## config.mk

```make
export PLATFORM = sky130hd
export DESIGN_NAME = motor_controller
export DESIGN_NICKNAME = d
export VERILOG_FILES = /design/src/rtl/motor_controller.sv
export SDC_FILE = /design/constraint.sdc
export NUM_CORES = 1
export LEC_CHECK = 0
export ABC_CLOCK_PERIOD_IN_PS = 5400
export CAP_MARGIN = 20
export CORE_ASPECT_RATIO = 0.8
export CORE_MARGIN = 5
export CORE_UTILIZATION = 55
export CTS_CLUSTER_DIAMETER = 120
export DETAILED_ROUTE_END_ITERATION = 10
export PLACE_DENSITY = 0.83
export SYNTH_ARGS = -nofsm -noshare
export SYNTH_HDL_FRONTEND = slang
export SYNTH_SLANG_ARGS = --single-unit
export TNS_END_PERCENT = 20
```

## constraint.sdc

```tcl
create_clock -name clk -period 5.4 [get_ports clk]
set_input_delay 0.54 -clock clk [delete_from_list [all_inputs] [get_ports clk]]
set_output_delay 0.54 -clock clk [all_outputs]
set_load 0.02 [all_outputs]
```

## src/rtl/motor_controller.sv

```systemverilog
// -----------------------------------------------------------------------------
// motor_controller
//
// Drives two H-bridge motors (left and right) from a line-tracker policy code.
// Each side has a target duty that depends on the policy. A working duty
// ramps toward that target in RAMP_STEP increments on every ramp tick. The
// applied duty follows the working duty only at PWM period boundaries, so a
// PWM period is never cut short or stretched. A stop request (target 0)
// bypasses the ramp and takes effect at once.
//
// Ports
//   clk        : system clock
//   reset      : asynchronous, active-high reset
//   state      : policy code (00 stop, 01 turn_right, 10 turn_left,
//                11 go_straight)
//   start_move : motion enable; low forces stop
//   left_pwm   : left motor enable PWM (registered)
//   right_pwm  : right motor enable PWM (registered)
//   left_in    : left H-bridge IN1/IN2 (10 forward, 00 coast)
//   right_in   : right H-bridge IN1/IN2 (10 forward, 00 coast)
//   moving     : high while either applied duty is nonzero (registered)
// -----------------------------------------------------------------------------
module motor_controller #(
    parameter int PWM_BITS  = 10,
    parameter int FAST_DUTY = 1000,
    parameter int SLOW_DUTY = 300,
    parameter int RAMP_STEP = 8,
    parameter int RAMP_DIV  = 50000
) (
    input  logic       clk,
    input  logic       reset,
    input  logic [1:0] state,
    input  logic       start_move,
    output logic       left_pwm,
    output logic       right_pwm,
    output logic [1:0] left_in,
    output logic [1:0] right_in,
    output logic       moving
);

    localparam int DIV_W = (RAMP_DIV > 1) ? $clog2(RAMP_DIV) : 1;

    localparam logic [PWM_BITS-1:0] FAST_D   = PWM_BITS'(FAST_DUTY);
    localparam logic [PWM_BITS-1:0] SLOW_D   = PWM_BITS'(SLOW_DUTY);
    localparam logic [PWM_BITS-1:0] STEP_D   = PWM_BITS'(RAMP_STEP);
    localparam logic [DIV_W-1:0]    DIV_LAST = DIV_W'(RAMP_DIV - 1);

    // Registered copies of the inputs; every decision uses these.
    logic [1:0]          state_reg;
    logic                start_reg;

    logic [PWM_BITS-1:0] cnt_reg;
    logic [DIV_W-1:0]    div_reg;
    logic                cnt_wrap;
    logic                ramp_tick;

    // Index 0 is the left side, index 1 the right side.
    logic [1:0][PWM_BITS-1:0] target;
    logic [1:0]               pwm_vec;
    logic [1:0]               applied_nz;
    logic                     moving_reg;

    always_ff @(posedge clk or posedge reset) begin
        if (reset) begin
            state_reg  <= 2'b00;
            start_reg  <= 1'b0;
            cnt_reg    <= '0;
            div_reg    <= '0;
            moving_reg <= 1'b0;
        end else begin
            state_reg  <= state;
            start_reg  <= start_move;
            cnt_reg    <= cnt_reg + 1'b1;
            div_reg    <= ramp_tick ? '0 : div_reg + 1'b1;
            moving_reg <= |applied_nz;
        end
    end

    // The counter is at all-ones on the clock where it wraps to 0.
    assign cnt_wrap  = (cnt_reg == '1);
    assign ramp_tick = (div_reg == DIV_LAST);

    always_comb begin
        target[0] = '0;
        target[1] = '0;
        if (start_reg) begin
            case (state_reg)
                2'b11: begin
                    target[0] = FAST_D;
                    target[1] = FAST_D;
                end
                2'b10: begin
                    target[0] = SLOW_D;
                    target[1] = FAST_D;
                end
                2'b01: begin
                    target[0] = FAST_D;
                    target[1] = SLOW_D;
                end
                default: begin
                    target[0] = '0;
                    target[1] = '0;
                end
            endcase
        end
    end

    generate
        for (genvar gi = 0; gi < 2; gi++) begin : g_side
            logic [PWM_BITS-1:0] work_reg;
            logic [PWM_BITS-1:0] work_next;
            logic [PWM_BITS-1:0] applied_reg;
            logic [PWM_BITS-1:0] applied_next;
            logic                pwm_reg;

            always_comb begin
                work_next = work_reg;
                if (target[gi] == '0) begin
                    // Stop is immediate, never ramped.
                    work_next = '0;
                end else if (ramp_tick) begin
                    // Distances are only formed in the non-negative
                    // direction, so neither side can wrap.
                    if (work_reg < target[gi]) begin
                        if ((target[gi] - work_reg) <= STEP_D)
                            work_next = target[gi];
                        else
                            work_next = work_reg + STEP_D;
                    end else if (work_reg > target[gi]) begin
                        if ((work_reg - target[gi]) <= STEP_D)
                            work_next = target[gi];
                        else
                            work_next = work_reg - STEP_D;
                    end
                end

                applied_next = applied_reg;
                if (work_next == '0)
                    applied_next = '0;
                else if (cnt_wrap)
                    applied_next = work_reg;
            end

            always_ff @(posedge clk or posedge reset) begin
                if (reset) begin
                    work_reg    <= '0;
                    applied_reg <= '0;
                    pwm_reg     <= 1'b0;
                end else begin
                    work_reg    <= work_next;
                    applied_reg <= applied_next;
                    pwm_reg     <= (cnt_reg < applied_reg);
                end
            end

            assign pwm_vec[gi]    = pwm_reg;
            assign applied_nz[gi] = (applied_reg != '0);
        end
    endgenerate

    assign left_pwm  = pwm_vec[0];
    assign right_pwm = pwm_vec[1];
    assign left_in   = applied_nz[0] ? 2'b10 : 2'b00;
    assign right_in  = applied_nz[1] ? 2'b10 : 2'b00;
    assign moving    = moving_reg;

endmodule
```

### After elaboration in Yosys (flattened, before gate mapping)

Index checks and enable logic that the tools add are counted.

* register bits after elaboration: 72
* bits of input ports: 5
* logic and storage cells: 66

* $add $sub $neg: 10
* magnitude comparators: 10
* equality and inequality tests: 5
* mux-type cells: 21
* reductions and logical operators: 9

Operators with widths (count)
* $mux 10: 16
* $pmux 20 s3: 1
* $le 10x4->1 const B: 4
* $logic_not 10->1: 4
* $lt 10x10->1: 4
* $sub 10x10->10: 4
* $add 10x4->10 const B: 2
* $gt 10x10->1: 2
* $mux 20: 1
* $reduce_bool 10->1: 2
* $sub 10x4->10 const B: 2
* $add 16x1->16 const B: 1
* $eq 16x16->1 const B: 1
* $mux 16: 1
* $add 10x1->10 const B: 1
* $eq 10x10->1 const B: 1
* $eq 2x2->1 const B: 2
* $mux 2: 2
* $reduce_bool 2->1: 2
* $eq 2x1->1 const B: 1
* $reduce_or 2->1: 1

### Logic depth before layout (Yosys ltp)

* depth in word-level cells: 12
* mapped depth: 17
* depth with buffers taken out: 14

### Worst setup path before layout

OpenSTA, ideal clock, no wires.

* path kind: register -> register
* from: reg state_reg[1]
* to: reg g_side[0].applied_reg[0]
* library setup time: 144 ps
* data arrival time: 4342 ps
* path slack: 914 ps
* cell stages (with the launch flop): 17
* path buffers: 2
* period minus slack after synthesis: 4486 ps
* cells stage by stage: dfrtp_1 nand2_1 inv_1 nor2_1 inv_1 clkbuf_8 ha_1 nand4bb_1 buf_2 a21oi_1 a211o_1 a221oi_1 nand3_1 a41oi_1 a31oi_1 nor4_4 a21oi_1

* longest elaborated chain between the ends: 12
* elaborated cells between the ends (all ways): 21
* those cells by class: add/sub: 2; order compare: 4; eq/ne: 3; mux: 9; reduce/logical: 3

RTL lines
* from (decl): RTL line 49 `logic [1:0] state_reg;`
* from (signal assigned): RTL line 71 `state_reg <= state;`
* $eq 2x1->1 / $eq 2x2->1 (equally long branches): RTL line 87 `case (state_reg)`
* $pmux 20 s3 *: RTL line 87
* $mux 20 *: RTL line 86 `if (start_reg) begin`
* $sub 10x10->10: RTL line 130 `if ((work_reg - target[gi]) <= STEP_D)`
* $le 10x4->1: RTL line 130
* $mux 10: RTL line 130
* $mux 10: RTL line 129 `end else if (work_reg > target[gi]) begin`
* $mux 10: RTL line 124 `if (work_reg < target[gi]) begin`
* $mux 10: RTL line 121 `end else if (ramp_tick) begin`
* $mux 10 *: RTL line 118 `if (target[gi] == '0) begin`
* $logic_not 10->1 *: RTL line 138 `if (work_next == '0)`
* $mux 10 / $reduce_bool 2->1 (equally long branches)
* to (signal assigned): RTL line 151 `applied_reg <= applied_next;`
* to (decl): RTL line 112 `logic [PWM_BITS-1:0] applied_reg;`

Every way passes the cells marked *; elsewhere a longest branch is shown, timed or not.
A chain may end at the register's enable or synchronous reset.

### Worst setup path in the final report

* from: reg state_reg[1]
* to: reg g_side[1].applied_reg[1]

* longest elaborated chain between the ends: 12
* elaborated cells between the ends (all ways): 21
* those cells by class: add/sub: 2; order compare: 4; eq/ne: 3; mux: 9; reduce/logical: 3

RTL lines (RTL line)
* $eq 2x1->1 / $eq 2x2->1 (equally long branches): 87
* $pmux 20 s3 *: 87
* $mux 20 *: 86
* $sub 10x10->10: 130
* $le 10x4->1: 130
* $mux 10: 130
* $mux 10: 129
* $mux 10: 124
* $mux 10: 121
* $mux 10 *: 118
* $logic_not 10->1 *: 138
* $mux 10 / $reduce_bool 2->1 (equally long branches)
* to (signal assigned): 151
* to (decl): 112

Marked as above.

==> flow_metrics.tcl <==
set metrics [dict create \
    crit_end "g_side[1].applied_reg[1]" \
    startpoint "state_reg[1]" \
    async_flop_share 1.00 \
    n_fill_cell 877 \
    p_per_area_mw_per_mm2 208 \
    ant_nets 0 \
    relSlewSlack 0.359 \
    min_path_type "reg -> reg" \
    dr.pass1.iters 7 \
    cts_hold_buf 0 \
    grt_pass1_wl_mm 25.8 \
    antenna_found_initial 0 \
    synthCells 654 \
    drive_gt1_frac 0.0749 \
    crit_arrival_ns 4.83 \
    gp_congestion 1.01 \
    holdWs_ns 0.464 \
    numCtsBuffers 9 \
    cts_resized 0 \
    tns_ns 0 \
    period_minus_slack_ns 4.68 \
    drt_iter0_drc 595 \
    vias 5234 \
    p_int_w 0.000960 \
    die_w_um 126 \
    synth_edf_count 0 \
    grt_max_degree 73 \
    finClkSkew_ns 0.00849 \
    ioPinCount 12 \
    critical-path-slowest-cell "o221ai_1" \
    root_buffer "clkbuf_16" \
    layout_common_cells "dfrtp_1 (72), ha_1 (50), inv_1 (49)" \
    area_growth_pct 6.23 \
    mappedNetlistArea_mm2 0.00589 \
    portBuffers 9 \
    p_seq_frac 0.416 \
    grt_pass1_vias 5206 \
    worstHoldPathCells 1 \
    cts_max_level 3 \
    wl_per_cell_um 19.4 \
    coreArea_mm2 0.0104 \
    clk_latency_ns 0.33 \
    synth-main-ff-cell "dfrtp_1" \
    fin_nets 706 \
    cts_tree "yes" \
    die_y_um 103 \
    crit_path_max_fanout 19 \
    avgSynthCellArea_um2 9.00 \
    ir_worst_vdd_mv 0.136 \
    p_comb_frac 0.136 \
    n_antenna_cell 0 \
    clk_pin_slew_worst_paths_ns 0.06 \
    switchingPower_w 0.000343 \
    clock_path_buffers 2 \
    worstPathCellList "nand2_1, inv_1, nor2_1, inv_1, buf_4, ha_1, nand2b_1, a21oi_1, nor4_1, o2111ai_2, nor4_1, o21a_1, a211oi_1, o221ai_1, a41oi_1" \
    wl_mm 15.4 \
    p_leak_nw 2.64 \
    status "completed" \
    max_slew.worst_pin.slew_ns 0.961 \
    critical_path_class "reg -> reg" \
    mostFrequentLayoutCell "dfrtp_1" \
    clkPwrFrac 0.448 \
    ys_warn_count 0 \
    post-dp-hpwl_mm 11.0 \
    post-route-period-util 0.868 \
    dieArea_mm2 0.0129 \
    ys_types 85 \
    reg2reg_slack_ns 0.72 \
    slowest_delay_ns 0.74 \
    finalSetupViolCount 0 \
    fin_ws_ns 0.715 \
    dpl_worst_slack_ns 0.901 \
    rsz0062_at_grt "no" \
    worst_setup_path_start_kind "flip-flop" \
    crit_required_ns 5.55 \
    drc 0 \
    final-hold-violation-count 0 \
    r2r-end "g_side[1].applied_reg[1]" \
    drv_slew 0 \
    maxCapViolCount 0 \
    vias_per_cell 6.59 \
    post_cts_buffers 0 \
    switching_share 0.263 \
    r2r_start "state_reg[1]" \
    cts_sinks 72 \
    max_freq_ghz 0.213 \
    synth.area.top_cells "dfrtp_1 (31%), ha_1 (11%), mux2i_1 (4.3%)" \
    start_util 0.568 \
    endpoint_kind "flip-flop" \
    grt-ovfl-total 0 \
    rows 33 \
    track_usage 0.245 \
    ys_ff_latch 72 \
    ys_seq_area_frac 0.306 \
    synth_top_area_frac 0.306 \
    rr_worst_depth 15 \
    synth_top_area_cell "dfrtp_1" \
]
[synth_stat cells, drive strengths merged, types with 12 or more instances]
cell type,count
nor3,17
xor2,14
o21ai,29
nand4,12
nor2,38
xnor2,22
dfrtp,72
ha,50
a21o,20
clkbuf,13
nand3,34
a21oi,42
mux2i,25
buf,15
and3,19
inv,51
nand2,32
[how the worst min path moves through the flow]
stage | slack (ns) | end | start
global placement | 0.44 | div_reg[0] | div_reg[0]
global route | 0.49 | div_reg[0] | div_reg[0]
finish | 0.46 | div_reg[0] | div_reg[0]
floorplan | 0.42 | div_reg[0] | div_reg[0]
CTS | 0.47 | div_reg[0] | div_reg[0]
detailed placement | 0.46 | div_reg[0] | div_reg[0]
[per-layer routing]
metal / vias up / part of all wire / track usage
li1: 2405 / - / -
met1: 2510 / 0.44 / 0.329
met2: 282 / 0.46 / 0.394
met3: 37 / 0.083 / 0.0445
met4: 0 / 0.023 / 0.104
met5: - / 0 / 0
[cells by family after synthesis]
group	after synthesis	share of synthesized area
other	1	0.000637
flip-flops	72	0.306
AO/OA/AOI/OAI	177	0.211
adder cells (fa/ha/maj)	52	0.113
multiplexers	26	0.0444
AND/OR/NAND/NOR	209	0.199
buffers and inverters	81	0.0716
XOR/XNOR	36	0.0536
[metrics by stage]
| step | cell area [um2] | cells | power, W | util |
|---|---|---|---|---|
| after floorplan | 5890 | 655 | 0.000687 | - |
| after global placement | 5960 | 778 | 0.000718 | 0.575 |
| after detailed placement | 5960 | 778 | 0.000723 | 0.575 |
| after CTS | 6250 | 794 | 0.00130 | 0.603 |
| after global routing | 6250 | 794 | 0.00135 | 0.603 |
| final | 6250 | 794 | 0.00130 | 0.603 |
[critical path: cells and delay by family, from the launching register on]
| kind | cells | cell delay [ns] |
|---|---|---|
| simple gates | 5 | 1.49 |
| compound gates | 6 | 1.62 |
| fa+ha+maj | 1 | 0.43 |
| flops | 1 | 0.39 |
| buf+inv | 3 | 0.55 |
[power by group through the flow]
stage	Combinational, W	Sequential [W]	Clock (W)
6_report	0.000177	0.000542	0.000584
5_1_grt	0.000192	0.000541	0.000613
4_1_cts	0.000173	0.000541	0.000589
3_5_place_dp	0.000172	0.000551	0
3_3_place_gp	0.000167	0.000551	0
2_1_floorplan	0.000136	0.000551	0
[layout make-up]
class | count | area, um2 | share of cell area
Tap cell | 140 | 175 | 0.0280
Clock inverter | 7 | 70.1 | 0.0112
Timing Repair Buffer | 13 | 120 | 0.0192
Sequential cell | 72 | 1800 | 0.288
Inverter | 51 | 191 | 0.0306
Clock buffer | 9 | 225 | 0.0360
Multi-Input combinational cell | 502 | 3670 | 0.587
Note: power is estimated with default switching activity, not from simulation.
